--- config.mk ---
export PLATFORM = sky130hd
export DESIGN_NAME = spi_controller
export DESIGN_NICKNAME = d
export VERILOG_FILES = /design/src/rtl/spi_pkg.sv /design/src/rtl/spi_sclk_gen.sv /design/src/rtl/spi_controller.sv
export SDC_FILE = /design/constraint.sdc
export NUM_CORES = 1
export LEC_CHECK = 0
export ABC_AREA = 1
export BUFFER_PORTS_ARGS = -buffer_cell sky130_fd_sc_hd__buf_2
export CAP_MARGIN = 5
export CORE_UTILIZATION = 40
export CTS_BUF_LIST = sky130_fd_sc_hd__clkbuf_4
export DETAILED_ROUTE_END_ITERATION = 16
export GPL_TIMING_DRIVEN = 0
export SYNTH_ARGS = -nofsm -noshare
export SYNTH_HDL_FRONTEND = slang
export SYNTH_SLANG_ARGS = --single-unit
--- constraint.sdc ---
create_clock -name clk -period 1.7 [get_ports clk]
set_input_delay 0 -clock clk [delete_from_list [all_inputs] [get_ports clk]]
set_output_delay 0 -clock clk [all_outputs]
set_load 0.01 [all_outputs]
--- src/rtl/spi_pkg.sv ---
// spi_pkg: shared constants and types for the SPI controller slice.
//   FRAME_W  : bits per SPI frame ({write, addr, data})
//   ADDR_W   : register address width
//   DATA_W   : register data width
//   MAX_ADDR : highest register address implemented by the PWM peripheral
//   spi_ctrl_state_t : controller FSM states
//   pack_frame()     : assembles the 16-bit frame from request fields
package spi_pkg;

  localparam int FRAME_W  = 16;
  localparam int ADDR_W   = 7;
  localparam int DATA_W   = 8;
  localparam int MAX_ADDR = 4;

  typedef enum logic [2:0] {
    ST_IDLE,
    ST_SETUP,
    ST_SHIFT,
    ST_HOLD,
    ST_GAP
  } spi_ctrl_state_t;

  function automatic logic [FRAME_W-1:0] pack_frame(
    input logic              write,
    input logic [ADDR_W-1:0] addr,
    input logic [DATA_W-1:0] data
  );
    return {write, addr, data};
  endfunction

endpackage

--- src/rtl/spi_sclk_gen.sv ---
// spi_sclk_gen: sclk divider for the SPI controller.
//   Each sclk half-period lasts CLK_DIV clk cycles. A period starts high
//   (start or an internal re-rise) and ends after its low half.
// Ports:
//   clk, rst_n  : system clock, async active-low reset
//   start       : pulse - raise sclk and begin the first period
//   run         : divider counts while high; counter parked at 0 otherwise
//   last        : current period is the final one; do not re-rise after it
//   sclk        : registered SPI clock, idle low
//   rise        : strobe - sclk goes high at this clk edge
//   fall        : strobe - sclk goes low at this clk edge
//   period_end  : strobe - low half of the current period has completed
module spi_sclk_gen #(
  parameter int CLK_DIV = 4
) (
  input  logic clk,
  input  logic rst_n,
  input  logic start,
  input  logic run,
  input  logic last,
  output logic sclk,
  output logic rise,
  output logic fall,
  output logic period_end
);

  localparam int CNT_W = (CLK_DIV > 1) ? $clog2(CLK_DIV) : 1;

  logic [CNT_W-1:0] div_cnt;
  logic             half_end;

  assign half_end   = run && (div_cnt == CNT_W'(CLK_DIV - 1));
  assign fall       = half_end && sclk;
  assign period_end = half_end && !sclk;
  assign rise       = start || (period_end && !last);

  // NOTE: async reset appears in the sensitivity list; every register in
  // this slice resets asynchronously so the pins go safe without a clock.
  always_ff @(posedge clk or negedge rst_n) begin
    if (!rst_n) begin
      div_cnt <= '0;
      sclk    <= 1'b0;
    end else begin
      // Counter restarts from 0 whenever the controller (re)enters a phase.
      if (start || !run || half_end) div_cnt <= '0;
      else                           div_cnt <= div_cnt + 1'b1;

      if (rise)              sclk <= 1'b1;
      else if (fall || !run) sclk <= 1'b0;
    end
  end

endmodule

--- src/rtl/spi_controller.sv ---
// spi_controller: SPI mode-0 controller toward the on-chip PWM register bank.
//   One accepted request {write, addr, data} becomes one 16-bit frame, MSB
//   first, inside one ncs-low window. All pins are registered.
// Optional feature macro: SPI_READBACK_EN
//   defined   : cipo is synchronised (2 FF) and bits 7..0 of the frame are
//               captured on sclk rising edges; rsp_data updates when done pulses
//   undefined : cipo unused, rsp_data tied to 8'h00
// Ports:
//   clk, rst_n          : system clock, async active-low reset
//   req_valid/req_ready : request handshake (ready only in IDLE)
//   req_write/addr/data : frame fields {bit15, bits14:8, bits7:0}
//   busy                : accept through return to IDLE
//   done                : one-cycle pulse as ncs rises at frame end
//   sclk, ncs, copi     : SPI pins (idle low, idle high, MSB first)
//   cipo                : peripheral data out
//   rsp_data            : read-back byte
module spi_controller
  import spi_pkg::*;
#(
  parameter int CLK_DIV  = 4,
  parameter int CS_SETUP = 2,
  parameter int CS_HOLD  = 2,
  parameter int CS_GAP   = 4
) (
  input  logic              clk,
  input  logic              rst_n,
  input  logic              req_valid,
  output logic              req_ready,
  input  logic              req_write,
  input  logic [ADDR_W-1:0] req_addr,
  input  logic [DATA_W-1:0] req_data,
  output logic              busy,
  output logic              done,
  output logic              sclk,
  output logic              ncs,
  output logic              copi,
  input  logic              cipo,
  output logic [DATA_W-1:0] rsp_data
);

  localparam int TMR_W = 16;

  spi_ctrl_state_t    state;
  logic [TMR_W-1:0]   tmr;
  logic [FRAME_W-1:0] shreg;
  logic [4:0]         bit_cnt;

  logic accept;
  logic sclk_start;
  logic sclk_run;
  logic sclk_last;
  logic sclk_rise;
  logic sclk_fall;
  logic sclk_period_end;
  logic hold_end;

  assign accept     = req_valid && req_ready;
  assign sclk_start = (state == ST_SETUP) && (tmr == TMR_W'(CS_SETUP - 1));
  assign sclk_run   = (state == ST_SHIFT);
  // bit_cnt counts completed falling edges; 16 means the whole frame is out.
  assign sclk_last  = (bit_cnt == 5'd16);
  assign hold_end   = (state == ST_HOLD) && (tmr == TMR_W'(CS_HOLD - 1));

  spi_sclk_gen #(
    .CLK_DIV(CLK_DIV)
  ) u_sclk_gen (
    .clk       (clk),
    .rst_n     (rst_n),
    .start     (sclk_start),
    .run       (sclk_run),
    .last      (sclk_last),
    .sclk      (sclk),
    .rise      (sclk_rise),
    .fall      (sclk_fall),
    .period_end(sclk_period_end)
  );

  // NOTE: sequential state uses non-blocking assignments so every register
  // samples pre-edge values, independent of statement order.
  always_ff @(posedge clk or negedge rst_n) begin
    if (!rst_n) begin
      state     <= ST_IDLE;
      tmr       <= '0;
      shreg     <= '0;
      bit_cnt   <= '0;
      ncs       <= 1'b1;
      copi      <= 1'b0;
      busy      <= 1'b0;
      done      <= 1'b0;
      req_ready <= 1'b0;
    end else begin
      done <= 1'b0;
      case (state)
        ST_IDLE: begin
          req_ready <= 1'b1;
          if (accept) begin
            shreg     <= pack_frame(req_write, req_addr, req_data);
            copi      <= req_write;
            ncs       <= 1'b0;
            busy      <= 1'b1;
            req_ready <= 1'b0;
            tmr       <= '0;
            state     <= ST_SETUP;
          end
        end
        ST_SETUP: begin
          if (sclk_start) begin
            tmr     <= '0;
            bit_cnt <= '0;
            state   <= ST_SHIFT;
          end else begin
            tmr <= tmr + 1'b1;
          end
        end
        ST_SHIFT: begin
          // Next bit goes out on the falling edge, so copi is stable
          // for the whole high half around each rising edge.
          if (sclk_fall) begin
            shreg   <= {shreg[FRAME_W-2:0], 1'b0};
            copi    <= shreg[FRAME_W-2];
            bit_cnt <= bit_cnt + 1'b1;
          end
          if (sclk_period_end && sclk_last) begin
            copi  <= 1'b0;
            tmr   <= '0;
            state <= ST_HOLD;
          end
        end
        ST_HOLD: begin
          if (hold_end) begin
            ncs   <= 1'b1;
            done  <= 1'b1;
            tmr   <= '0;
            state <= ST_GAP;
          end else begin
            tmr <= tmr + 1'b1;
          end
        end
        ST_GAP: begin
          if (tmr == TMR_W'(CS_GAP - 1)) begin
            busy      <= 1'b0;
            req_ready <= 1'b1;
            tmr       <= '0;
            state     <= ST_IDLE;
          end else begin
            tmr <= tmr + 1'b1;
          end
        end
        default: begin
          ncs   <= 1'b1;
          copi  <= 1'b0;
          busy  <= 1'b0;
          tmr   <= '0;
          state <= ST_IDLE;
        end
      endcase
    end
  end

`ifdef SPI_READBACK_EN
  logic              cipo_q1;
  logic              cipo_q2;
  logic [DATA_W-1:0] rx_byte;

  // cipo changes on the peripheral's view of the falling edge; a full
  // CLK_DIV half-period passes before the next rise, so the 2-FF delay
  // is absorbed.
  always_ff @(posedge clk or negedge rst_n) begin
    if (!rst_n) begin
      cipo_q1  <= 1'b0;
      cipo_q2  <= 1'b0;
      rx_byte  <= '0;
      rsp_data <= '0;
    end else begin
      cipo_q1 <= cipo;
      cipo_q2 <= cipo_q1;
      // Rising edges of frame bits 7..0 are those with bit_cnt 8..15.
      if (sclk_rise && sclk_run && bit_cnt[3] && !bit_cnt[4]) begin
        rx_byte <= {rx_byte[DATA_W-2:0], cipo_q2};
      end
      if (hold_end) rsp_data <= rx_byte;
    end
  end
`else
  logic unused_cipo;
  assign unused_cipo = cipo;
  assign rsp_data    = '0;
`endif

endmodule

==> summary.txt <==
Route
  • Total wire length: 6350 µm
  • Pre-antenna DRT Iters: 4
  • # DRC: 0
  • Initial DRC count: 104
  • DR WL/cell: 12.6 µm
  • Vias per cell: 4.96
  • Via count: 2489
  • Antenna-violating nets left: 0

Synthesis
  • Ys flop type: dfrtp_1
  • Yosys warns: 0
  • Synthesized flop and latch total: 47
  • Mapped Cells: 367
  • Post-synth EDFFs: 0
  • Async S/R FF share, synth: 1.00
  • Mean Syn Cell Area: 7.55 µm²
  • Cell area after synthesis: 2770 µm²
  • Sequential share of the synthesized area: 0.425
  • Synth cell types: 31

Finish
  • Diode count: 0
  • Final core utilization: 0.509
  • Final nets: 449
  • Synth-to-layout area growth: 19.9%
  • Non-filler instance count after layout: 502
  • Fraction of layout cells with a size suffix above 1: 0.176

Power
  • Power Dens Cells: 567 nW/µm²
  • Total power draw: 1.88 mW
  • Leakage: 1.68 nW
  • Max rail drop VDD: 0.000318 V

Floorplanning
  • Die width: 85.3 µm
  • Starting Density: 0.425
  • # rows: 29
  • # IOs: 34
  • Core area: 6530 µm²
  • Die area: 7270 µm²
  • Vert. Die Dim: 85.3 µm

Global route
  • Antenna violations before repair: 0
  • Busiest grt layer: met2
  • Vias in the first global route: 2388
  • Met3 Use GR: 0.0282
  • Met1 Use GR: 0.263
  • Global routing usage on met2: 0.294
  • Total gr overflow: 0
  • Gr usage total: 0.185
  • First-pass GRT wire length: 10800 µm
  • Largest net degree at the start of global routing: 48

Timing
  • Hold Vio Cnt, Final: 0
  • Tcrit/Tclk final: 0.935
  • Hold slack: 0.00309 ns
  • Worst Tran Pin Value: 1.05 ns
  • RSZ-0062 raised after global routing: true
  • Final-report max-slew violation count: 0
  • Count of final setup violators: 0
  • Tmin final: 1.59 ns
  • Final worst slack: 0.111 ns
  • Fmax: 629 MHz
  • Clock skew: 0.0165 ns
  • Slew headroom: 0.298

Placement
  • Routability cong.: 0.867
  • Port bufs: 24
  • Worst slack, placed: -0.0625 ns
  • DP Cell Count: 475
  • Dpl hpwl: 4360 µm

CTS
  • CTS max path bufs: 2
  • Clock sink total: 47
  • Clk_lat worst skew: 0.37 ns
  • CTS buffer count: 5
  • CTS clk-pin slew, worst paths: 0.14 ns
  • CTS H-tree depth: 2
  • Root buf cell: clkbuf_4
  • CTS tree: done

Setup path
  • Nature of the critical path startpoint: flip-flop
  • CP Data Required Time: 1.97 ns
  • CP Class: reg2reg
  • CP max FO: 10
  • Arr. time, crit path: 1.86 ns
  • Crit path capture type: flip-flop

Min path
  • Hold Path Class: in2reg

Outcome
  • Status: completed

Run
  • Number of max-cap violations: 0
## stage by stage
step | instance area [µm²] | setup TNS [ns]
final | 3330 | 0
after global routing | 3330 | -0.0195
after CTS | 3260 | 0
after detailed placement | 3020 | -0.163
after global placement | 3020 | -0.101
after floorplan | 2800 | 0
## worst max-delay path, cell delays in order (launching register included)
cell,delay (ns)
dfrtp_1,0.49
nor2_1,0.19
nand2_1,0.14
nand2_1,0.11
nand2_1,0.10
nor2_4,0.15
buf_6,0.15
nand2_1,0.06
o21a_1,0.10
## final timing paths
check | start | endpoint | slack, ns | cells past startpoint
min in group asynchronous | rst_n | tmr[15] | 0.34 | 2
max in group asynchronous | rst_n | tmr[0] | 0.66 | 2
worst max register to register | state[1] | shreg[14] | 0.11 | 8
worst min register to register | u_sclk_gen.div_cnt[0] | u_sclk_gen.div_cnt[0] | 0.45 | 1
worst min-delay path | req_valid | req_ready | 0.003 | 4
worst max-delay path | state[1] | shreg[14] | 0.11 | 8
## synthesized netlist by cell type (6+ instances only)
library cell  instances  share of area
nand2_1              99           0.13
nand3_1              30          0.054
nand4_1               7          0.016
xor2_1                8          0.025
nor2_1               33          0.045
o211ai_1             18          0.049
o21ai_0              18          0.032
dfrtp_1              46           0.42
o21ai_1              13          0.023
buf_4                 9          0.024
inv_1                42          0.057
buf_2                 6          0.011
## state kept, by name, indices dropped and copies added (netlist names)
register,count
tmr,16
shreg,15
bit_cnt,5
state,3
u_sclk_gen.div_cnt,2
busy,1
copi,1
done,1
ncs,1
req_ready,1
u_sclk_gen.sclk,1
## kinds of logic after synthesis
| kind of cell | Yosys count | synth area share |
|---|---|---|
| AOI/OAI and AO/OA | 62 | 0.138 |
| and+or+nand+nor | 182 | 0.284 |
| other | 1 | 0.00135 |
| xor gates and xnor gates | 8 | 0.0253 |
| DFF | 47 | 0.425 |
| buffers and inverters | 62 | 0.104 |
| adders and majority gates | 5 | 0.0226 |
## layout by cell type (no fill, tap or decap), types with 2 or more instances in the layout
cell type,Yosys,layout
dfrtp_1,46,45
nand4_1,7,7
nand2_1,99,96
dlygate4sd3_1,0,16
clkbuf_4,0,5
inv_1,42,41
buf_2,6,29
xor2_1,8,8
o211ai_1,18,18
conb_1,1,8
a21oi_1,3,3
nor2_2,1,3
nor2_1,33,30
o21ai_1,13,14
o21bai_1,3,3
nand2_2,2,4
buf_4,9,13
or2_2,2,2
o21ai_0,18,17
o31ai_1,4,4
nor2_4,1,2
inv_2,3,3
ha_1,5,3
nor3_1,4,3
nand3_1,30,30
buf_6,2,2
## layer usage
layer / routed length [µm] / share of wire
met1: 3300 / 0.52
met2: 2850 / 0.45
met3: 121 / 0.019
met4: 78 / 0.012
met5: 0 / 0
## power breakdown
group | internal (mW) | switching, mW
registers | 1.12 | 0
clock network | 0.303 | 0.369
logic | 0.0505 | 0.0436
## what timing repair did
action,CTS,global route
pin swaps,0,0
hold buffers,16,0
gates resized for setup,4,14
endpoints found under the hold margin,61,0
setup endpoints to repair,3,17
buffers inserted,0,3
## cell type report
class / count / area [µm²]
Fill cell: 664 / 3210
Multi-Input combinational cell: 265 / 1380
Sequential cell: 47 / 1180
Timing Repair Buffer: 43 / 303
Inverter: 45 / 171
Buffer: 17 / 123
Tap cell: 77 / 96.3
Clock inverter: 3 / 38.8
Clock buffer: 5 / 37.5
Note: power is estimated with default switching activity, not from simulation.
